## src/rtl/mem_req_slice_if.sv

```systemverilog
// Request/response bundle between an upstream master, the slice and
// the downstream memory port, plus status and error-clear lines.
interface mem_req_slice_if #(
  parameter int DATA_WIDTH = 32,
  parameter int ADDR_WIDTH = 32,
  parameter int SIDE_W     = 1
);
  localparam int BE_W = DATA_WIDTH / 8;

  logic                  up_read;
  logic                  up_write;
  logic [ADDR_WIDTH-1:0] up_addr;
  logic [DATA_WIDTH-1:0] up_wdata;
  logic [BE_W-1:0]       up_byte_enable;
  logic [SIDE_W-1:0]     up_side;
  logic [DATA_WIDTH-1:0] up_rdata;
  logic                  up_resp;

  logic                  dn_read;
  logic                  dn_write;
  logic [ADDR_WIDTH-1:0] dn_addr;
  logic [DATA_WIDTH-1:0] dn_wdata;
  logic [BE_W-1:0]       dn_byte_enable;
  logic [SIDE_W-1:0]     dn_side;
  logic [DATA_WIDTH-1:0] dn_rdata;
  logic                  dn_resp;

  logic                  busy;
  logic                  err_both;
  logic                  err_spurious;
  logic                  timeout;
  logic                  clr_err;

  modport slave (
    input  up_read, up_write, up_addr,
    input  up_wdata, up_byte_enable, up_side,
    output up_rdata, up_resp,
    output dn_read, dn_write, dn_addr,
    output dn_wdata, dn_byte_enable, dn_side,
    input  dn_rdata, dn_resp,
    output busy, err_both, err_spurious, timeout,
    input  clr_err
  );

  modport master (
    output up_read, up_write, up_addr,
    output up_wdata, up_byte_enable, up_side,
    input  up_rdata, up_resp,
    input  dn_read, dn_write, dn_addr,
    input  dn_wdata, dn_byte_enable, dn_side,
    output dn_rdata, dn_resp,
    input  busy, err_both, err_spurious, timeout,
    output clr_err
  );
endinterface

```

## src/rtl/mem_req_slice_fsm.sv

```systemverilog
// Registered memory request/response slice: one downstream
// transaction per upstream request, sticky protocol errors, watchdog.
module mem_req_slice_fsm #(
  parameter int DATA_WIDTH = 32,
  parameter int ADDR_WIDTH = 32,
  parameter int SIDE_W     = 1,
  parameter int TIMEOUT    = 1024
) (
  input logic              clk,
  input logic              rst_n,
  mem_req_slice_if.slave   bus
);
  localparam int CW =
    (TIMEOUT > 0) ? $clog2(TIMEOUT + 1) : 1;
  localparam logic [CW-1:0] TO_MAX  = CW'(TIMEOUT);
  localparam logic [CW-1:0] TO_LAST = CW'(TIMEOUT - 1);
  localparam logic [CW-1:0] CNT_ONE = CW'(1);

  typedef enum logic [1:0] {
    IDLE  = 2'd0,
    ISSUE = 2'd1,
    RESP  = 2'd2
  } state_t;

  state_t        state;
  logic [CW-1:0] wd_cnt;

  logic req;
  logic set_both;
  logic set_spur;
  logic set_to;

  assign req      = bus.up_read | bus.up_write;
  assign set_both = (state == IDLE) &
                    bus.up_read & bus.up_write;
  assign set_spur = bus.dn_resp & (state != ISSUE);
  // Count includes the completing cycle, so a reply in the
  // TIMEOUT-th ISSUE cycle still flags the watchdog.
  assign set_to   = (TIMEOUT > 0) &&
                    (state == ISSUE) &&
                    (wd_cnt == TO_LAST);

  always_ff @(posedge clk or negedge rst_n) begin
    if (!rst_n) begin
      state              <= IDLE;
      wd_cnt             <= '0;
      bus.up_rdata       <= '0;
      bus.up_resp        <= 1'b0;
      bus.dn_read        <= 1'b0;
      bus.dn_write       <= 1'b0;
      bus.dn_addr        <= '0;
      bus.dn_wdata       <= '0;
      bus.dn_byte_enable <= '0;
      bus.dn_side        <= '0;
      bus.busy           <= 1'b0;
      bus.err_both       <= 1'b0;
      bus.err_spurious   <= 1'b0;
      bus.timeout        <= 1'b0;
    end else begin
      bus.up_resp <= 1'b0;
      bus.err_both <=
        (bus.err_both & ~bus.clr_err) | set_both;
      bus.err_spurious <=
        (bus.err_spurious & ~bus.clr_err) | set_spur;
      bus.timeout <=
        (bus.timeout & ~bus.clr_err) | set_to;
      unique case (state)
        IDLE: begin
          if (req) begin
            state              <= ISSUE;
            bus.busy           <= 1'b1;
            wd_cnt             <= '0;
            bus.dn_read        <= bus.up_read &
                                  ~bus.up_write;
            bus.dn_write       <= bus.up_write;
            bus.dn_addr        <= bus.up_addr;
            bus.dn_wdata       <= bus.up_wdata;
            bus.dn_byte_enable <= bus.up_byte_enable;
            bus.dn_side        <= bus.up_side;
          end
        end
        ISSUE: begin
          if (wd_cnt != TO_MAX) begin
            wd_cnt <= wd_cnt + CNT_ONE;
          end
          if (bus.dn_resp) begin
            if (bus.dn_read) begin
              bus.up_rdata <= bus.dn_rdata;
            end
            state              <= RESP;
            bus.up_resp        <= 1'b1;
            bus.dn_read        <= 1'b0;
            bus.dn_write       <= 1'b0;
            bus.dn_addr        <= '0;
            bus.dn_wdata       <= '0;
            bus.dn_byte_enable <= '0;
            bus.dn_side        <= '0;
          end
        end
        RESP: begin
          state    <= IDLE;
          bus.busy <= 1'b0;
        end
        default: begin
          state    <= IDLE;
          bus.busy <= 1'b0;
        end
      endcase
    end
  end
endmodule
```

## src/flat_wrapper.sv

```systemverilog
// flat-port wrapper written by rule: the top's interface ports become plain ports
module mem_req_slice_fsm_flat 
#(
  parameter int DATA_WIDTH = 32,
  parameter int ADDR_WIDTH = 32,
  parameter int SIDE_W     = 1,
  parameter int TIMEOUT    = 1024
)
  (clk, rst_n, bus_up_read, bus_up_write, bus_up_addr, bus_up_wdata, bus_up_byte_enable, bus_up_side, bus_up_rdata, bus_up_resp, bus_dn_read, bus_dn_write, bus_dn_addr, bus_dn_wdata, bus_dn_byte_enable, bus_dn_side, bus_dn_rdata, bus_dn_resp, bus_busy, bus_err_both, bus_err_spurious, bus_timeout, bus_clr_err);
  mem_req_slice_if #(.DATA_WIDTH(DATA_WIDTH), .ADDR_WIDTH(ADDR_WIDTH), .SIDE_W(SIDE_W)) bus_i ();
  input logic clk;
  input logic rst_n;
  input wire logic [$bits(bus_i.up_read)-1:0] bus_up_read;
  input wire logic [$bits(bus_i.up_write)-1:0] bus_up_write;
  input wire logic [$bits(bus_i.up_addr)-1:0] bus_up_addr;
  input wire logic [$bits(bus_i.up_wdata)-1:0] bus_up_wdata;
  input wire logic [$bits(bus_i.up_byte_enable)-1:0] bus_up_byte_enable;
  input wire logic [$bits(bus_i.up_side)-1:0] bus_up_side;
  output wire logic [$bits(bus_i.up_rdata)-1:0] bus_up_rdata;
  output wire logic [$bits(bus_i.up_resp)-1:0] bus_up_resp;
  output wire logic [$bits(bus_i.dn_read)-1:0] bus_dn_read;
  output wire logic [$bits(bus_i.dn_write)-1:0] bus_dn_write;
  output wire logic [$bits(bus_i.dn_addr)-1:0] bus_dn_addr;
  output wire logic [$bits(bus_i.dn_wdata)-1:0] bus_dn_wdata;
  output wire logic [$bits(bus_i.dn_byte_enable)-1:0] bus_dn_byte_enable;
  output wire logic [$bits(bus_i.dn_side)-1:0] bus_dn_side;
  input wire logic [$bits(bus_i.dn_rdata)-1:0] bus_dn_rdata;
  input wire logic [$bits(bus_i.dn_resp)-1:0] bus_dn_resp;
  output wire logic [$bits(bus_i.busy)-1:0] bus_busy;
  output wire logic [$bits(bus_i.err_both)-1:0] bus_err_both;
  output wire logic [$bits(bus_i.err_spurious)-1:0] bus_err_spurious;
  output wire logic [$bits(bus_i.timeout)-1:0] bus_timeout;
  input wire logic [$bits(bus_i.clr_err)-1:0] bus_clr_err;
  assign bus_i.up_read = bus_up_read;
  assign bus_i.up_write = bus_up_write;
  assign bus_i.up_addr = bus_up_addr;
  assign bus_i.up_wdata = bus_up_wdata;
  assign bus_i.up_byte_enable = bus_up_byte_enable;
  assign bus_i.up_side = bus_up_side;
  assign bus_up_rdata = bus_i.up_rdata;
  assign bus_up_resp = bus_i.up_resp;
  assign bus_dn_read = bus_i.dn_read;
  assign bus_dn_write = bus_i.dn_write;
  assign bus_dn_addr = bus_i.dn_addr;
  assign bus_dn_wdata = bus_i.dn_wdata;
  assign bus_dn_byte_enable = bus_i.dn_byte_enable;
  assign bus_dn_side = bus_i.dn_side;
  assign bus_i.dn_rdata = bus_dn_rdata;
  assign bus_i.dn_resp = bus_dn_resp;
  assign bus_busy = bus_i.busy;
  assign bus_err_both = bus_i.err_both;
  assign bus_err_spurious = bus_i.err_spurious;
  assign bus_timeout = bus_i.timeout;
  assign bus_i.clr_err = bus_clr_err;
  mem_req_slice_fsm #(.DATA_WIDTH(DATA_WIDTH), .ADDR_WIDTH(ADDR_WIDTH), .SIDE_W(SIDE_W), .TIMEOUT(TIMEOUT)) u_core (.clk(clk), .rst_n(rst_n), .bus(bus_i));
endmodule
```

## config.mk

```make
export PLATFORM = sky130hd
export DESIGN_NAME = mem_req_slice_fsm_flat
export DESIGN_NICKNAME = d
export VERILOG_FILES = /design/src/rtl/mem_req_slice_if.sv /design/src/rtl/mem_req_slice_fsm.sv /design/src/flat_wrapper.sv
export SDC_FILE = /design/constraint.sdc
export NUM_CORES = 1
export LEC_CHECK = 0
export CORE_ASPECT_RATIO = 0.5
export CORE_UTILIZATION = 41
export DETAILED_ROUTE_END_ITERATION = 16
export PLACE_DENSITY = 0.8
export SLEW_MARGIN = 20
export SYNTH_ARGS = -nofsm -noshare
export SYNTH_HDL_FRONTEND = slang
export SYNTH_SLANG_ARGS = --single-unit
```

## constraint.sdc

```tcl
create_clock -name clk -period 2.4 [get_ports clk]
set_clock_uncertainty 0.15 [all_clocks]
set_input_delay 0.6 -clock clk [delete_from_list [all_inputs] [get_ports clk]]
set_output_delay 0.6 -clock clk [all_outputs]
set_load 0.01 [all_outputs]
```

# Yosys cells after proc, flatten, opt, wreduce, memory -nomap -nowiden
# Cells that the tools add are included.
word_totals:
  register_bits: 121
  input_bits: 107
  out_inout_bits: 108
  elab_cells: 69
classes:
  n_addsub: 1
  n_eq_ne: 7
  muxes: 25
  n_bitwise: 14
  n_reduce_logical: 8
ops:
  columns: ["cell", "n"]
  rows:
  - ["$pmux 32 s2", 2]
  - ["$mux 32", 3]
  - ["$mux 11", 2]
  - ["$pmux 11 s2", 1]
  - ["$add 11x1->11 const B", 1]
  - ["$eq 11x10->1 const B", 1]
  - ["$ne 11x11->1 const B", 1]
  - ["$reduce_and 3->1", 3]
  - ["$mux 4", 2]
  - ["$pmux 1 s2", 4]
  - ["$pmux 4 s2", 1]
  - ["$and 1x1->1", 7]
  - ["$mux 1", 7]
  - ["$mux 2", 2]
  - ["$ne 2x1->1 const B", 2]
  - ["$ne 2x2->1 const B", 2]
  - ["$or 1x1->1", 4]
  - ["$pmux 2 s2", 1]
  - ["$reduce_and 2->1", 2]
  - ["$not 1->1", 3]
  - ["$eq 2x1->1 const B", 1]
  - ["$logic_not 2->1", 1]
  - ["$reduce_bool 2->1", 1]
  - ["$logic_and 1x1->1", 1]

# Longest topological paths before layout
# Gate-level depths: netlist (run 1).
logic_depth:
  word_depth: 4
  depth_mapped: 7
  depth_no_buf: 5

# Least setup slack after synthesis (run 1)
# OpenSTA, ideal clock, no wires.
synth_path:
  path_type: "register to register"
  from: "reg u_core.wd_cnt[3]"
  to: "reg u_core.wd_cnt[10]"
  setup_time_ps: 126
  t_arrival_ps: 1408
  required_ps: 2124
  slack_ps: 716
  stages_incl_launch_ff: 6
  n_path_buf: 1
  synth_period_minus_slack_ps: 1684
  path_cell_list: "dfrtp_1 buf_6 nor4_4 a41oi_4 o311a_1 a221o_1"
synth_between:
  elab_chain_len: 3
  elab_cells_between_ends: 6
  cone_classes: "1 x add/sub; 2 x eq/ne; 2 x mux; 1 x reduce/logical"
synth_lines:
  columns: ["item", "line", "source"]
  rows:
  - ["start: declaration", "mem_req_slice_fsm.sv:26", "logic [CW-1:0] wd_cnt;"]
  - ["start signal: assignment", "mem_req_slice_fsm.sv:84", "wd_cnt <= wd_cnt + CNT_ONE;"]
  - ["$add 11x1->11 or $ne 11x11->1 (tied branches)", "mem_req_slice_fsm.sv:84, mem_req_slice_fsm.sv:83", null]
  - ["$mux 11 or $ne 2x2->1 (tied branches)", null, null]
  - ["$pmux 11 s2 or $reduce_and 3->1 (tied branches)", null, null]
# Several ways; a longest one is shown, not always the timed one. The select of a mux whose other input is x is not followed.
# A chain may end at the register's enable or synchronous reset.

# Worst setup path in the final report (run 1)
layout_path:
  from: "reg u_core.bus.dn_read"
  to: "out bus_dn_read"
layout_lines:
  columns: ["item", "line", "source"]
  rows:
  - ["start: declaration", "mem_req_slice_if.sv:38", "output dn_read, dn_write, dn_addr,"]
  - ["start signal: assignment", "mem_req_slice_fsm.sv:73", "bus.dn_read <= bus.up_read &"]
  - ["end: declaration", "flat_wrapper.sv:21", "output wire logic [$bits(bus_i.dn_read)-1:0] bus_dn_read;"]
# No word-level cell between the ends.

==> results of run 1 <==
[flip-flops by register name (all words and copies together) (netlist names)]
name and count:
u_core.bus.busy 1, u_core.bus.dn_addr 32, u_core.bus.dn_byte_enable 4, u_core.bus.dn_read 1
u_core.bus.dn_side 1, u_core.bus.dn_wdata 32, u_core.bus.dn_write 1, u_core.bus.err_both 1
u_core.bus.err_spurious 1, u_core.bus.timeout 1, u_core.bus.up_rdata 32, u_core.bus.up_resp 1
u_core.state 2, u_core.wd_cnt 11
[routing by layer]
layer | track usage (%) | up-vias | part of all wire, %
met2 | 38.1 | 111 | 51
met1 | 28.0 | 1799 | 42
met3 | 4.30 | 28 | 3.8
met4 | 9.60 | 0 | 2.7
met5 | 0 | - | 0
li1 | - | 1671 | -
[cells by family (layout without fill, tap and decap cells)]
logic type      count (synthesis)  after routing  share of synthesized area (%)
buf+inv                        29            266                           3.55
simple gates                   37             37                           5.44
fa+ha+maj                       2              2                          0.534
mux                            32             32                           7.68
flops                         121            121                           64.6
xor+xnor                        1              1                          0.187
compound gates                101            101                           18.0
[power groups by stage]
stage / Clock (mW) / Combinational, mW / Sequential (mW)
finish: 2.71 / 4.35 / 3.46
global route: 2.85 / 4.63 / 3.58
CTS: 2.75 / 4.40 / 3.46
detailed placement: 0 / 4.37 / 3.47
global placement: 0 / 4.28 / 3.45
floorplan: 0 / 1.64 / 3.80
[area by class of cell]
cell class / count / area [um^2] / share of cell area, %
timing repair buffer: 225 / 2320 / 30.2
sequential: 121 / 3030 / 39.3
multi-input combinational: 173 / 1500 / 19.4
clock inverter: 14 / 198 / 2.57
inverter: 9 / 33.8 / 0.439
tap: 145 / 181 / 2.36
clock buffer: 18 / 439 / 5.70
[worst paths after layout]
check	end	depth (start not counted)
worst max-delay path	bus_dn_read	1
worst min-delay path	u_core.bus.up_rdata[14]$_DFFE_PN0P_	1
worst max register to register	u_core.wd_cnt[5]$_DFFE_PN0P_	4
worst min register to register	u_core.bus.busy$_DFFE_PN0P_	1
max in group asynchronous	u_core.bus.dn_side$_DFFE_PN0P_	2
min in group clk	u_core.bus.busy$_DFFE_PN0P_	1
[synthesized netlist by cell type (2+ instances only)]
cell,number,area [um^2]
sky130_fd_sc_hd__dfrtp_1,121,3030
sky130_fd_sc_hd__a22o_1,69,604
sky130_fd_sc_hd__mux2_2,32,360
sky130_fd_sc_hd__buf_2,13,65.1
sky130_fd_sc_hd__inv_1,9,33.8
sky130_fd_sc_hd__nand2_1,7,26.3
sky130_fd_sc_hd__o21ai_0,7,35.0
sky130_fd_sc_hd__nand3_1,6,30.0
sky130_fd_sc_hd__a21oi_1,5,25.0
sky130_fd_sc_hd__buf_6,4,45.0
sky130_fd_sc_hd__nor2_1,4,15.0
sky130_fd_sc_hd__a31oi_1,3,18.8
sky130_fd_sc_hd__and3_1,3,18.8
sky130_fd_sc_hd__buf_4,3,22.5
sky130_fd_sc_hd__o22ai_1,3,18.8
sky130_fd_sc_hd__a211o_1,2,17.5
sky130_fd_sc_hd__ha_1,2,25.0
sky130_fd_sc_hd__nand2b_1,2,12.5
sky130_fd_sc_hd__nand4_1,2,12.5
sky130_fd_sc_hd__nor3_1,2,10.0
sky130_fd_sc_hd__nor4_4,2,42.5
[stage by stage]
| stage | worst slack, ps | instance area [um^2] | power [mW] |
|---|---|---|---|
| 2_1_floorplan | 716 | 4690 | 5.44 |
| 3_3_place_gp | 138 | 7060 | 7.73 |
| 3_5_place_dp | 98.1 | 7060 | 7.84 |
| 4_1_cts | 216 | 7700 | 10.6 |
| 5_1_grt | 208 | 7700 | 11.1 |
| 6_report | 239 | 7700 | 10.5 |
==> summary.md, run 1 <==
| Metric | Value |
|---|---|
| Critical path cell sequence | `clkdlybuf4s50_1` |
| Count of inserted antenna diode cells | `0` |
| Tmin final | `~2200 ps` |
| Max VDD drop | `0.000616 V` |
| Setup slack of the worst register-to-register path | `approximately 440 ps` |
| Final non-filler cell total | `705` |
| Final hold violations | `0` |
| Hold-fix buffer count after cts | `0` |
| Number of sinks on the clock net | `121` |
| Clock network fraction of design power | `25.7%` |
| Width of the die | `153 um` |
| Die height | `77.6 um` |
| Number of nets with antenna violations after detailed routing | `0` |
| Final Slew Violations | `0` |
| Crit share post-route | `90.1%` |
| Cell-internal power | `just over 7 mW` |
| P&R area growth vs syn | `64.2%` |
| Mean instance size in the synthesized netlist | `14.5 um^2` |
| Count of fill cells added during filler insertion | `783` |
| Ys Warns | `0` |
| Max Cap Viol | `0` |
| Fraction of the core area covered by cells at the end of the flow | `a little over two thirds` |
| Number of global-route vias before repair | `3751` |
| Number of buffers added on ports | `214` |
| Grt ovf | `0` |
| Switching part of the total power | `between 30% and 40%` |
| Startpoint types | `flip-flop` |
| Leak Pwr | `approximately 3.4 nW` |
| Routed via count | `3609` |
| Setup repair after global routing missed its margin | `false` |
| Path type of the worst min-delay path | `in -> async` |
| Clock tree from TritonCTS | `done` |
| Gate count after technology mapping | `323` |
| Total power density per cell area | `1370 nW/um^2` |
| Data arrival time of the worst path | `between 1000 and 1500 ps` |
| Switching pwr | `3.30 mW` |
| Critical path startpoint | `u_core.bus.dn_read$_DFFE_PN0P_` |
| Number of distinct library cells after synthesis | `43` |
| Share of power burned in registers | `32.9%` |
| Clock-pin slew on the worst setup and hold paths | `60 ps` |
| Net count after synthesis | `~430` |
| Number of placement rows | `27` |
| Main synth FF type | `sky130_fd_sc_hd__dfrtp_1` |
| Worst hold margin | `13.5 ps` |
| Insertion delay to the later sink of the worst-skew pair | `400 ps` |
| Cell chosen for the clock root | `sky130_fd_sc_hd__clkbuf_16` |
| Post-Route Setup TNS | `0 ps` |
| Cell with the largest stage delay on the worst path | `sky130_fd_sc_hd__clkdlybuf4s50_1` |
| Combinational group share of total power | `41.4%` |
| Starting utilization of the core area | `42.5%` |
| Final setup fails | `0` |
| Commonest cells after routing, fill and taps aside | `sky130_fd_sc_hd__clkdlybuf4s50_1 (213), sky130_fd_sc_hd__dfrtp_1 (121), sky130_fd_sc_hd__a22o_1 (69)` |
| Worst setup EP type | `output port` |
| Share of the yosys chip area belonging to registers | `64.6%` |
| First-pass GRT wire length | `20300 um` |
| Clock buffer count from CTS | `17` |
| Starting DRC count in detailed routing | `175` |
| Remaining design rule violation count | `1` |
| Highest achievable clock rate | `463 MHz` |
| Global placer's final weighted congestion | `roughly 0.83` |
| Run status | `finished, violations left` |
| Core region area | `11000 um^2` |
| Buffers and inverters on the worst path | `1` |
| Wire per inst | `around 18 um` |
| Critical path data required time | `~1700 ps` |
| I/O Pins | `~220` |
| Total number of H-tree levels | `4` |
| Fraction of final layout cells sized beyond drive strength 1 | `15.5%` |
| PostCTS Resize Cnt | `0` |
| Number of flip-flops and latches in the synthesized netlist | `around 120` |
| Violations in the final reports | `design-rule violations` |
| Final-stage net count | `656` |
| Bufs on Longest Clock Path | `2` |
| Via/cell ratio | `5.12` |
| Crit path max-delay family | `buffers and inverters` |
| Most common cell after layout, fill and taps aside | `sky130_fd_sc_hd__clkdlybuf4s50_1` |
| Total wire length after detailed routing | `roughly 13000 um` |
| Post-synthesis async set-or-reset flop share | `100%` |
| Number of synthesized flops with an enable pin | `0` |
| Headroom to the max-slew limit | `62.5%` |
| Full die area | `around 12000 um^2` |
| Highest fanout seen on the critical path | `4` |
| Critical Setup Path Class | `reg -> out` |
| Number of search-and-repair iterations in the first detailed-routing pass | `10` |
| Post-DP HPWL | `slightly below 9000 um` |
| Global Route Usage Sum | `22.3%` |
| Cell Count Post-Placement | `673` |
| Area of the mapped netlist | `4690 um^2` |
| Source of the worst register-to-register timing path | `u_core.state[1]$_DFFE_PN0P_` |
| Initial antenna violation count | `0` |
| Largest net degree at the start of global routing | `49` |
| Post-CTS setup buffer count | `0` |
| Actual transition at the worst max-transition pin | `563 ps` |
| Worst stage delay on the critical path | `590 ps` |
(Power assumes the default switching activity.)
==> run 2: changes to the inputs <==
- CAP_MARGIN: unset -> 5
- SETUP_SLACK_MARGIN: unset -> 0.5
==> run 2 against run 1 <==
Effect of this change: the run still ends with design-rule violations left; routed wire length is 0.17% lower; worst setup slack better by 290 ps; register-to-register slack better by 160 ps; critical path depth stayed put; via count is 1.1% higher; sequential share of layout area is 0.57 points higher; non-clock buffer count is 3 higher; cell area is 1.4% lower; combinational power is 12% lower; final cell count is 0.43% higher; critical endpoint unchanged.
==> summary.md, run 2 (same netlist as run 1, synthesis figures left out) <==
| Metric | Value |
|---|---|
| Run status | `finished, violations left (unchanged)` |
| Violations in the final reports | `design-rule violations (unchanged)` |
| Final setup fails | `0 (unchanged)` |
| Global Route Usage Sum | `22.4% (was 22.3%)` |
| Highest achievable clock rate | `535 MHz (was 463 MHz)` |
| Final Slew Violations | `0 (unchanged)` |
| Hold-fix buffer count after cts | `0 (unchanged)` |
| Die height | `77.6 um (unchanged)` |
| Total wire length after detailed routing | `12600 um (was 12700 um)` |
| Insertion delay to the later sink of the worst-skew pair | `400 ps (about the same)` |
| Critical path cell sequence | `dlygate4sd2_1 (was clkdlybuf4s50_1)` |
| Routed via count | `3647 (was 3609)` |
| Core region area | `11000 um^2 (unchanged)` |
| Highest fanout seen on the critical path | `4 (unchanged)` |
| Most common cell after layout, fill and taps aside | `sky130_fd_sc_hd__dfrtp_1 (was sky130_fd_sc_hd__clkdlybuf4s50_1)` |
| Cell Count Post-Placement | `673 (unchanged)` |
| Startpoint types | `flip-flop (unchanged)` |
| Final hold violations | `0 (unchanged)` |
| Final-stage net count | `659 (was 656)` |
| Data arrival time of the worst path | `1120 ps (was 1410 ps)` |
| Via/cell ratio | `5.15 (was 5.12)` |
| Remaining design rule violation count | `1 (unchanged)` |
| Registers with the highest flip-flop counts | `u_core.bus.dn_addr (32), u_core.bus.dn_wdata (32), u_core.bus.up_rdata (32) (unchanged)` |
| Clock buffer count from CTS | `17 (unchanged)` |
| Number of search-and-repair iterations in the first detailed-routing pass | `10 (unchanged)` |
| Clock tree from TritonCTS | `done (unchanged)` |
| Global placer's final weighted congestion | `0.826 (unchanged)` |
| Depth of the critical timing path with buffers and inverters included | `1 (unchanged)` |
| Leak Pwr | `3.67 nW (was 3.38 nW)` |
| I/O Pins | `215 (unchanged)` |
| Width of the die | `153 um (unchanged)` |
| Fraction of final layout cells sized beyond drive strength 1 | `16.3% (was 15.5%)` |
| Max Cap Viol | `0 (unchanged)` |
| Number of buffers added on ports | `214 (unchanged)` |
| Crit path max-delay family | `flip-flops (was buffers and inverters)` |
| Total power density per cell area | `1310 nW/um^2 (was 1370 nW/um^2)` |
| P&R area growth vs syn | `61.8% (was 64.2%)` |
| Actual transition at the worst max-transition pin | `508 ps (was 563 ps)` |
| Final non-filler cell total | `708 (was 705)` |
| Starting utilization of the core area | `42.5% (unchanged)` |
| Post-Route Setup TNS | `0 ps (unchanged)` |
| Cell with the largest stage delay on the worst path | `sky130_fd_sc_hd__dfrtp_1 (was sky130_fd_sc_hd__clkdlybuf4s50_1)` |
| Overall power consumption | `9.96 mW (was 10.5 mW)` |
| Crit share post-route | `77.9% (was 90.1%)` |
| Number of cells traversed by the worst register-to-register path | `5 (was 4)` |
| Number of nets with antenna violations after detailed routing | `0 (unchanged)` |
| Cell chosen for the clock root | `sky130_fd_sc_hd__clkbuf_16 (unchanged)` |
| Buffers and inverters on the worst path | `1 (unchanged)` |
| Max VDD drop | `0.000606 V (was 0.000616 V)` |
| First-pass GRT wire length | `20400 um (was 20300 um)` |
| Tmin final | `1870 ps (was 2160 ps)` |
| Post-DP HPWL | `8920 um (unchanged)` |
| Bufs on Longest Clock Path | `2 (unchanged)` |
| Number of placement rows | `27 (unchanged)` |
| Largest net degree at the start of global routing | `49 (unchanged)` |
| Number of sinks on the clock net | `121 (unchanged)` |
| Wire per inst | `17.9 um (was 18.0 um)` |
| Starting DRC count in detailed routing | `179 (was 175)` |
| Grt ovf | `0 (unchanged)` |
| Clock-pin slew on the worst setup and hold paths | `60 ps (about the same)` |
| Path type of the worst min-delay path | `in -> async (unchanged)` |
| Count of inserted antenna diode cells | `0 (unchanged)` |
| Commonest cells after routing, fill and taps aside | `sky130_fd_sc_hd__dfrtp_1 (121), sky130_fd_sc_hd__dlygate4sd2_1 (108), sky130_fd_sc_hd__clkdlybuf4s50_1 (105) (was sky130_fd_sc_hd__clkdlybuf4s50_1 (213), sky130_fd_sc_hd__dfrtp_1 (121), sky130_fd_sc_hd__a22o_1 (69))` |
| Full die area | `11900 um^2 (unchanged)` |
| Initial antenna violation count | `0 (unchanged)` |
| Worst stage delay on the critical path | `410 ps (was 590 ps)` |
| Total number of H-tree levels | `4 (unchanged)` |
| Headroom to the max-slew limit | `66.1% (was 62.5%)` |
| Worst setup EP type | `output port (unchanged)` |
| Setup repair after global routing missed its margin | `false (unchanged)` |
| Critical Setup Path Class | `reg -> out (unchanged)` |
| Number of global-route vias before repair | `3761 (was 3751)` |
| Critical path data required time | `1650 ps (about the same)` |
==> run 2: cell count changes in the layout (fill, tap and decap cells not counted) <==
cell,change
sky130_fd_sc_hd__dlygate4sd2_1,+108
sky130_fd_sc_hd__nand2b_2,+1
sky130_fd_sc_hd__inv_1,-1
sky130_fd_sc_hd__inv_2,+1
sky130_fd_sc_hd__clkdlybuf4s50_1,-108
sky130_fd_sc_hd__nand2b_1,-1
sky130_fd_sc_hd__buf_4,+3
==> run 2: where the power goes <==
| part | internal, mW | total, mW | switching [mW] |
|---|---|---|---|
| clock | 1.77 | 2.71 | 0.934 |
| combinational | 1.99 | 3.82 | 1.83 |
| sequential | 2.92 | 3.43 | 0.509 |
==> run 2: final timing paths <==
| check | startpoint | endpoint | slack, ps |
|---|---|---|---|
| max in group asynchronous | rst_n | u_core.bus.dn_wdata[6]$_DFFE_PN0P_ | 1450 |
| min in group clk | u_core.bus.busy$_DFFE_PN0P_ | u_core.bus.busy$_DFFE_PN0P_ | 340 |
| setup reg to reg | u_core.state[1]$_DFFE_PN0P_ | u_core.bus.up_rdata[7]$_DFFE_PN0P_ | 600 |
| hold reg to reg | u_core.bus.busy$_DFFE_PN0P_ | u_core.bus.busy$_DFFE_PN0P_ | 340 |
| hold / removal | rst_n | u_core.bus.up_rdata[14]$_DFFE_PN0P_ | 10 |
| setup / recovery | u_core.bus.dn_read$_DFFE_PN0P_ | bus_dn_read | 530 |
==> run 2: repair_timing <==
item / 4_1_cts / 5_1_grt
hold endpoints to repair: 0 / 0
gates cloned: 0 / 0
gates resized for setup: 109 / 1
setup buffers: 2 / 1
setup endpoints to repair: 135 / 25
==> run 2: final cells by class <==
| type | instances | area, um^2 |
|---|---|---|
| Clock buffer | 18 | 439 |
| Clock inverter | 14 | 198 |
| Fill cell | 839 | 3460 |
| Inverter | 9 | 33.8 |
| Multi-Input combinational cell | 173 | 1500 |
| Sequential cell | 121 | 3030 |
| Tap cell | 145 | 181 |
| Timing Repair Buffer | 228 | 2210 |
==> run 2: metrics by stage <==
step / util [%] / hold WS, ps / setup slack (ps) / cell area (um^2)
after floorplan: - / 154 / 716 / 4690
after global placement: 63.9 / 311 / 138 / 7060
after detailed placement: 63.9 / 334 / 98.1 / 7060
after CTS: 68.6 / 22.9 / 488 / 7580
after global routing: 68.7 / 51.9 / 504 / 7590
final: 68.7 / 12.9 / 530 / 7590
==> run 2: layer usage <==
| layer | global-route usage, % | part of all wire [%] | vias up | wire length [um] |
|---|---|---|---|---|
| li1 | - | - | 1677 | - |
| met1 | 28.0 | 43 | 1824 | 5390 |
| met2 | 38.4 | 51 | 120 | 6460 |
| met3 | 4.25 | 3.8 | 26 | 484 |
| met4 | 9.60 | 2.4 | 0 | 306 |
| met5 | 0 | 0 | - | 0 |
